## src/rtl/pipe_buffer_chain.sv

```systemverilog
// rtl/pipe_buffer_chain.sv - DEPTH-stage pipeline register chain with hold, flush and bubbles.
// Optional macro PIPE_BUFFER_BUBBLE_CNT_EN adds saturating bubble/flush cycle counters.
module pipe_buffer_chain #(
   parameter int          N     = 32,
   parameter int          DEPTH = 4,
   parameter logic [N-1:0] NOP  = {N{1'b0}}
) (
   input  logic             clock,
   input  logic             reset,
   input  logic [DEPTH-1:0] flush,
   input  logic [DEPTH-1:0] hold,
   input  logic             in_valid,
   input  logic [N-1:0]     buffer_in,
   output logic             in_ready,
   output logic [N-1:0]     buffer_out,
   output logic             out_valid,
   output logic [DEPTH-1:0] stage_valid,
   output logic [DEPTH-1:0] insert_bubble
`ifdef PIPE_BUFFER_BUBBLE_CNT_EN
   ,
   output logic [15:0]      bubble_count,
   output logic [15:0]      flush_count
`endif
);

   logic [N-1:0]     r_data [DEPTH];
   logic [DEPTH-1:0] r_valid;
   logic [DEPTH-1:0] w_eh;
   logic [DEPTH-1:0] w_bubble;

   // A stage is effectively held if it or any stage downstream of it holds.
   always_comb begin
      w_eh = '0;
      for (int i = 0; i < DEPTH; i++) begin
         w_eh[i] = |(hold >> i);
      end
   end

   always_comb begin
      w_bubble = '0;
      for (int i = 1; i < DEPTH; i++) begin
         w_bubble[i] = w_eh[i-1] & ~w_eh[i] & ~flush[i] & ~reset;
      end
   end

   genvar g;
   generate
      for (g = 0; g < DEPTH; g++) begin : g_stage
         always_ff @(posedge clock) begin
            if (reset || flush[g]) begin
               r_data[g]  <= NOP;
               r_valid[g] <= 1'b0;
            end else if (w_eh[g]) begin
               r_data[g]  <= r_data[g];
               r_valid[g] <= r_valid[g];
            end else begin
               if (g == 0) begin
                  r_data[g]  <= buffer_in;
                  r_valid[g] <= in_valid;
               end else begin
                  // Upstream frozen while this stage drains: load a bubble.
                  if (w_eh[(g > 0) ? g-1 : 0]) begin
                     r_data[g]  <= NOP;
                     r_valid[g] <= 1'b0;
                  end else begin
                     r_data[g]  <= r_data[(g > 0) ? g-1 : 0];
                     r_valid[g] <= r_valid[(g > 0) ? g-1 : 0];
                  end
               end
            end
         end
      end
   endgenerate

   assign in_ready      = ~w_eh[0];
   assign buffer_out    = r_data[DEPTH-1];
   assign out_valid     = r_valid[DEPTH-1];
   assign stage_valid   = r_valid;
   assign insert_bubble = w_bubble;

`ifdef PIPE_BUFFER_BUBBLE_CNT_EN
   logic [15:0] r_bubble_cnt;
   logic [15:0] r_flush_cnt;

   always_ff @(posedge clock) begin
      if (reset) begin
         r_bubble_cnt <= 16'h0000;
         r_flush_cnt  <= 16'h0000;
      end else begin
         if ((|w_bubble) && (r_bubble_cnt != 16'hFFFF)) begin
            r_bubble_cnt <= r_bubble_cnt + 16'd1;
         end
         if ((|flush) && (r_flush_cnt != 16'hFFFF)) begin
            r_flush_cnt <= r_flush_cnt + 16'd1;
         end
      end
   end

   assign bubble_count = r_bubble_cnt;
   assign flush_count  = r_flush_cnt;
`endif

endmodule

```

## config.mk

```make
export PLATFORM = sky130hd
export DESIGN_NAME = pipe_buffer_chain
export DESIGN_NICKNAME = d
export VERILOG_FILES = /design/src/rtl/pipe_buffer_chain.sv
export SDC_FILE = /design/constraint.sdc
export NUM_CORES = 1
export LEC_CHECK = 0
export CAP_MARGIN = 40
export CORE_MARGIN = 5
export CORE_UTILIZATION = 53
export DETAILED_ROUTE_END_ITERATION = 10
export PLACE_DENSITY = 0.85
export SYNTH_ARGS = -nofsm -noshare
export SYNTH_HDL_FRONTEND = slang
export SYNTH_SLANG_ARGS = --single-unit
```

## constraint.sdc

```tcl
create_clock -name clock -period 4.55 [get_ports clock]
set_clock_uncertainty 0.15 [all_clocks]
set_input_delay 0.6825 -clock clock [delete_from_list [all_inputs] [get_ports clock]]
set_output_delay 0.6825 -clock clock [all_outputs]
set_load 0.1 [all_outputs]
```

# After elaboration in Yosys (flattened, before gate mapping)
# Memory sizes are Yosys's and may differ from the RTL's.
# Cells that the tools add are included.
[totals] mem_bits_rw=128 n_memories=1 rom_bits=0 latch_bits=0 in_bits=43 regBits=4 elab_cells=97
[memory_table] memory="r_data" depth=4 word_bits=32 rd=4 rd_clocked_by_memory_dff=0 wr=4 line_no="26" text="logic [N-1:0] r_data [DEPTH];"
[classes] add_sub_neg=0 n_reduce_logical=7 bitwise_logic=28 shifts=0 mux=57 order_cmp=0 n_mul=0 eq_ne=0 div=0
[op_table] operator="$mux W32" count=11
[op_table] operator="$mux W1" count=46
[op_table] operator="$or A1 B1 Y1" count=11
[op_table] operator="$and A1 B1 Y1" count=9
[op_table] operator="$not A1 Y1" count=8
[op_table] operator="$logic_or A1 B1 Y1" count=4
[op_table] operator="$reduce_or A4 Y1" count=1
[op_table] operator="$reduce_or A3 Y1" count=1
[op_table] operator="$reduce_or A2 Y1" count=1

# Longest topological paths before layout
[logic_depth] ltp_word=7 depth_mapped=5

# Least setup slack after synthesis
# No wires, ideal clock.
[synth_timing] path_type="input to register" startpoint="input port hold[3]" endpoint="memory r_data[0][0], enable pin" stages=3 t_arrival_ns=4.928 setup_slack_ns=-0.917 n_path_buf=1 cell_sequence="clkbuf_1 > nor4_1 > or3_1"
[synth_lines] element="start, declared" line_no="11" text="input logic [DEPTH-1:0] hold,"
[synth_lines] element="end, declared" line_no="26"

# Worst setup path in the final report
[layout_timing] startpoint="input port hold[3]" endpoint="output port insert_bubble[1]"
[layout_between] elab_chain_cells=5
[layout_lines] element="$reduce_or A3 Y1" line_no="35" text="w_eh[i] = |(hold >> i);"
[layout_lines] element="$not A1 Y1" line_no="42" text="w_bubble[i] = w_eh[i-1] & ~w_eh[i] & ~flush[i] & ~reset;"
[layout_lines] element="$and A1 B1 Y1 * (3 in a row)" line_no="42"
[layout_lines] element="end, declared" line_no="18" text="output logic [DEPTH-1:0] insert_bubble"
# Every way passes the cells marked *; elsewhere a longest branch is shown, timed or not.

==> results.md <==
Synth:
- The net count after synthesis is 361.
- Of the total synthesized cell area, the portion taken by AND, OR, NAND and NOR gates is 20.62%.
- The count of cell types in the netlist is 27.
- The post-synthesis cell count is 318.
- The share of synthesized area occupied by flip-flops and latches is 75.37%.
- For this run, the number of Yosys warnings is 0.
- Summing the areas of all xor and xnor instances in the mapped netlist gives 0% of the synthesized area.
- The share of the synthesized area in compound gates (AO/OA/AOI/OAI) is 0.5287%.
- The synthesized netlist occupies a cell area of 5206 µm².
- The dominant combinational cell family by area after synthesis is simple AND/OR/NAND/NOR gates.
- The mux contribution to synthesized area is 0.4326%.
- The share of synthesized cell area in full adder, half adder and majority cells is 0%.
- In this run, synthesis produced a sequential element count of 132.
- The synthesized area per cell is 16.37 µm².

Critical path:
- The worst-case reg-to-reg path depth is 2.
- The signal on the critical path passes through clkdlybuf4s50_1, nor3_1, and3_1, buf_4.
- The maximum cell stage delay along the critical path is 0.73 ns.
- The slowest stage of the critical path belongs to the cell clkdlybuf4s50_1.
- The buffer and inverter count on the worst path is 2.
- The launch instance of the worst register-to-register path is stage_valid[1].
- The critical path is of the input port to output port type.
- The required time at the worst-slack endpoint is 3.72 ns.
- The startpoint kind of the worst setup timing path is an input port.
- The critical-path maximum fanout is 12.
- Data on the critical path arrives at its endpoint at 2.43 ns.
- The worst setup path is captured at an output port.
- Tracing the worst setup path back leads to its startpoint at hold[3].
- In this run the number of cells on the critical path is 4.
- In this design, the largest share of critical-path delay is due to buffers and inverters.

Cells and area:
- Fill cells in the final layout number 506.
- From synthesis to final layout, the design area changed by 39.75%.
- The proportion of layout cells with a drive suffix above 1 is 20.84%.
- The antenna diode count is 0.
- For this run, the post-layout net count is 481.

Clocking:
- The maximum root-to-sink buffer count is 2.
- The cts-stage hold buffer count is 0.
- The H-tree generated during clock tree synthesis spans 4 levels.
- The library cell used as clock root buffer is clkbuf_8.
- The source-to-sink clock delay at the later pin of the worst-skew pair is 0.50 ns.
- The clock net sink count is 132.
- TritonCTS built the clock tree.
- In this run, post-CTS repair resized a total of 0 instances.
- After clock tree synthesis, the clock-pin slew on the worst setup and hold paths is 0.05 ns.
- The post-CTS setup buffer count is 0.
- The CTS buffer count is 17.

Outcome:
- The run finished with clean final reports.

Worst hold path:
- The class of the tightest hold or removal check is flip-flop to flip-flop.
- The cell depth of the worst hold path is 1.
- In this run the most critical hold path is launched from r_data[2][31].

Timing:
- Setup violations remaining at the end of the flow were counted as 0.
- The portion of the clock cycle consumed by the worst path in the final layout is 71.76%.
- Setup repair after global routing left no endpoint under its margin.
- Based on the critical path, the design can be clocked at up to 0.3063 GHz.
- The max-slew violation count is 0.
- Summed over all failing endpoints, the final setup total negative slack is 0 ns.
- In the post-route analysis, the smallest setup slack over all paths is 1.285 ns.
- The final hold violation count is 0.
- The worst max-slew margin expressed relative to the limit is 52.84%.
- For the pin with the worst max-slew slack, the measured transition is 0.7053 ns.
- The worst path needs 3.265 ns of the cycle, external delays included.
- The worst hold slack across all endpoints is 0.3629 ns.

Floorplanning:
- The core outline area is 9684 µm².
- The floorplan die height is 109.1 µm.
- The I/O pin count is 85.
- The die is 109.1 µm wide.
- The die covers 11910 µm².
- The floorplan row count is 36.
- The initial cell density of the core is 53.76%.

Power and ir drop:
- In this run, the combinational gates consume 9.0% of the power.
- The power per cell area is 403.1 nW/µm².
- In this run the power spent charging and discharging nets is 627.5 µW.
- The analysis attributes to cell leakage a power of 2.913 nW.
- The worst IR drop on VDD is 0.0002711 V.
- The internal power contribution is 2.305 mW.
- The sequential group share of total power is 47.7%.
- Per report_power, the clock group accounts for 43.3% of the total.
- Net switching is 21.40% of the power.

Global routing:
- The initial antenna violation count was 0.
- Entering global routing, the biggest net connects 55 pins.
- The first-pass GRT wire length is 14860 µm.
- The total global routing track utilization is 16.63%.
- After global routing the overflow that remains totals 0.
- The number of global-route vias before repair is 2973.

Drt:
- The routed layout has 2916 vias.
- Using the TritonRoute via totals, the vias-per-cell ratio works out to 4.993.
- The routed wire length is 8892 µm.
- The detailed-route DRC error count is 0.
- The number of nets with antenna violations after detailed routing is 0.
- The DRC violation total after the first TritonRoute iteration is 234.
- The routed length per instance is 15.23 µm.
- The detailed-router iteration count before antenna repair is 5.

Placement:
- The number of buffers inserted by port buffering is 83.
- The placed wire-length estimate is 5536 µm.
- Routability-driven placement finished with a final weighted congestion of 0.7606.
- The worst slack after detailed placement is 1.382 ns.

Job:
- Max-cap violations in this run came to 0.
==> metal layers <==
metal	routed length [µm]	track usage [%]	part of all wire, %
met4	105	6.312	1.2
met5	0	0	0
met3	412	5.033	4.6
met1	3654	19.59	41
met2	4719	28.68	53
==> layout make-up <==
class	count	area, µm²	share of cell area [%]
clock buffers	19	421.7	5.795
clock inverters	13	140.1	1.926
multi-input cells	157	1161	15.96
flip-flops and latches	132	3924	53.93
well taps	133	166.4	2.287
repair buffers	130	1463	20.10
==> logic make-up (layout without fill, tap and decap cells) <==
family	count (synthesis)	after routing
and+or+nand+nor	150	150
DFF	132	132
buffers and inverters	29	162
AOI/OAI and AO/OA	4	4
muxes	2	2
other	1	1
==> sequential cells by signal, indices dropped and copies added (netlist names) <==
signal	cells
r_data	128
stage_valid	3
out_valid	1
==> cell usage after synthesis (all sizes together) <==
| master | instances | area share (%) |
|---|---|---|
| edfxtp | 128 | 74 |
| and3 | 56 | 6.7 |
| nor3b | 35 | 5.0 |
| and2 | 32 | 3.8 |
| clkbuf | 18 | 1.3 |
| nor4b | 12 | 3.1 |
| buf | 11 | 1.7 |
| nor2 | 6 | 0.43 |
| dfxtp | 4 | 1.5 |
| nor4 | 3 | 0.60 |
| mux2 | 2 | 0.43 |
| o21ai | 2 | 0.19 |
| a21boi | 1 | 0.14 |
| a32o | 1 | 0.19 |
| conb | 1 | 0.072 |
| nand2 | 1 | 0.072 |
| nand2b | 1 | 0.12 |
| nor3 | 1 | 0.096 |
| or3 | 1 | 0.12 |
| or4 | 1 | 0.22 |
| or4b | 1 | 0.19 |
==> per-stage QoR <==
stage | instances | power [mW] | util, % | cell area [µm²]
2_1_floorplan | 318 | 1.570 | - | 5219
3_3_place_gp | 511 | 1.638 | 63.17 | 6117
3_5_place_dp | 552 | 1.686 | 69.33 | 6714
4_1_cts | 584 | 2.949 | 75.13 | 7276
5_1_grt | 584 | 3.026 | 75.13 | 7276
6_report | 584 | 2.933 | 75.13 | 7276
==> power by group through the flow <==
stage	clock [mW]	sequential, mW	combinational, mW
floorplan	0	1.51	0.0625
global placement	0	1.42	0.218
detailed placement	0	1.42	0.264
CTS	1.28	1.40	0.266
global route	1.35	1.40	0.276
finish	1.27	1.40	0.264
==> cell usage in the layout, fill, tap and decap left out, drive strengths merged, types with 3 or more instances in the layout <==
cell type | synthesis | routed
dfxtp | 4 | 4
bufinv | 0 | 3
nor2 | 6 | 6
nor4b | 12 | 12
nor4 | 3 | 3
and3 | 56 | 56
nor3b | 35 | 35
clkdlybuf4s50 | 0 | 79
clkinv | 0 | 8
edfxtp | 128 | 128
buf | 11 | 51
and2 | 32 | 32
clkbuf | 18 | 19
==> path summary, 6_finish.rpt <==
check | end | slack, ns
setup / recovery | insert_bubble[1] | 1.28
hold / removal | r_data[3][31] | 0.36
hold reg to reg | r_data[3][31] | 0.36
setup reg to reg | stage_valid[2] | 3.16
Power figures use the tool's default switching activity.
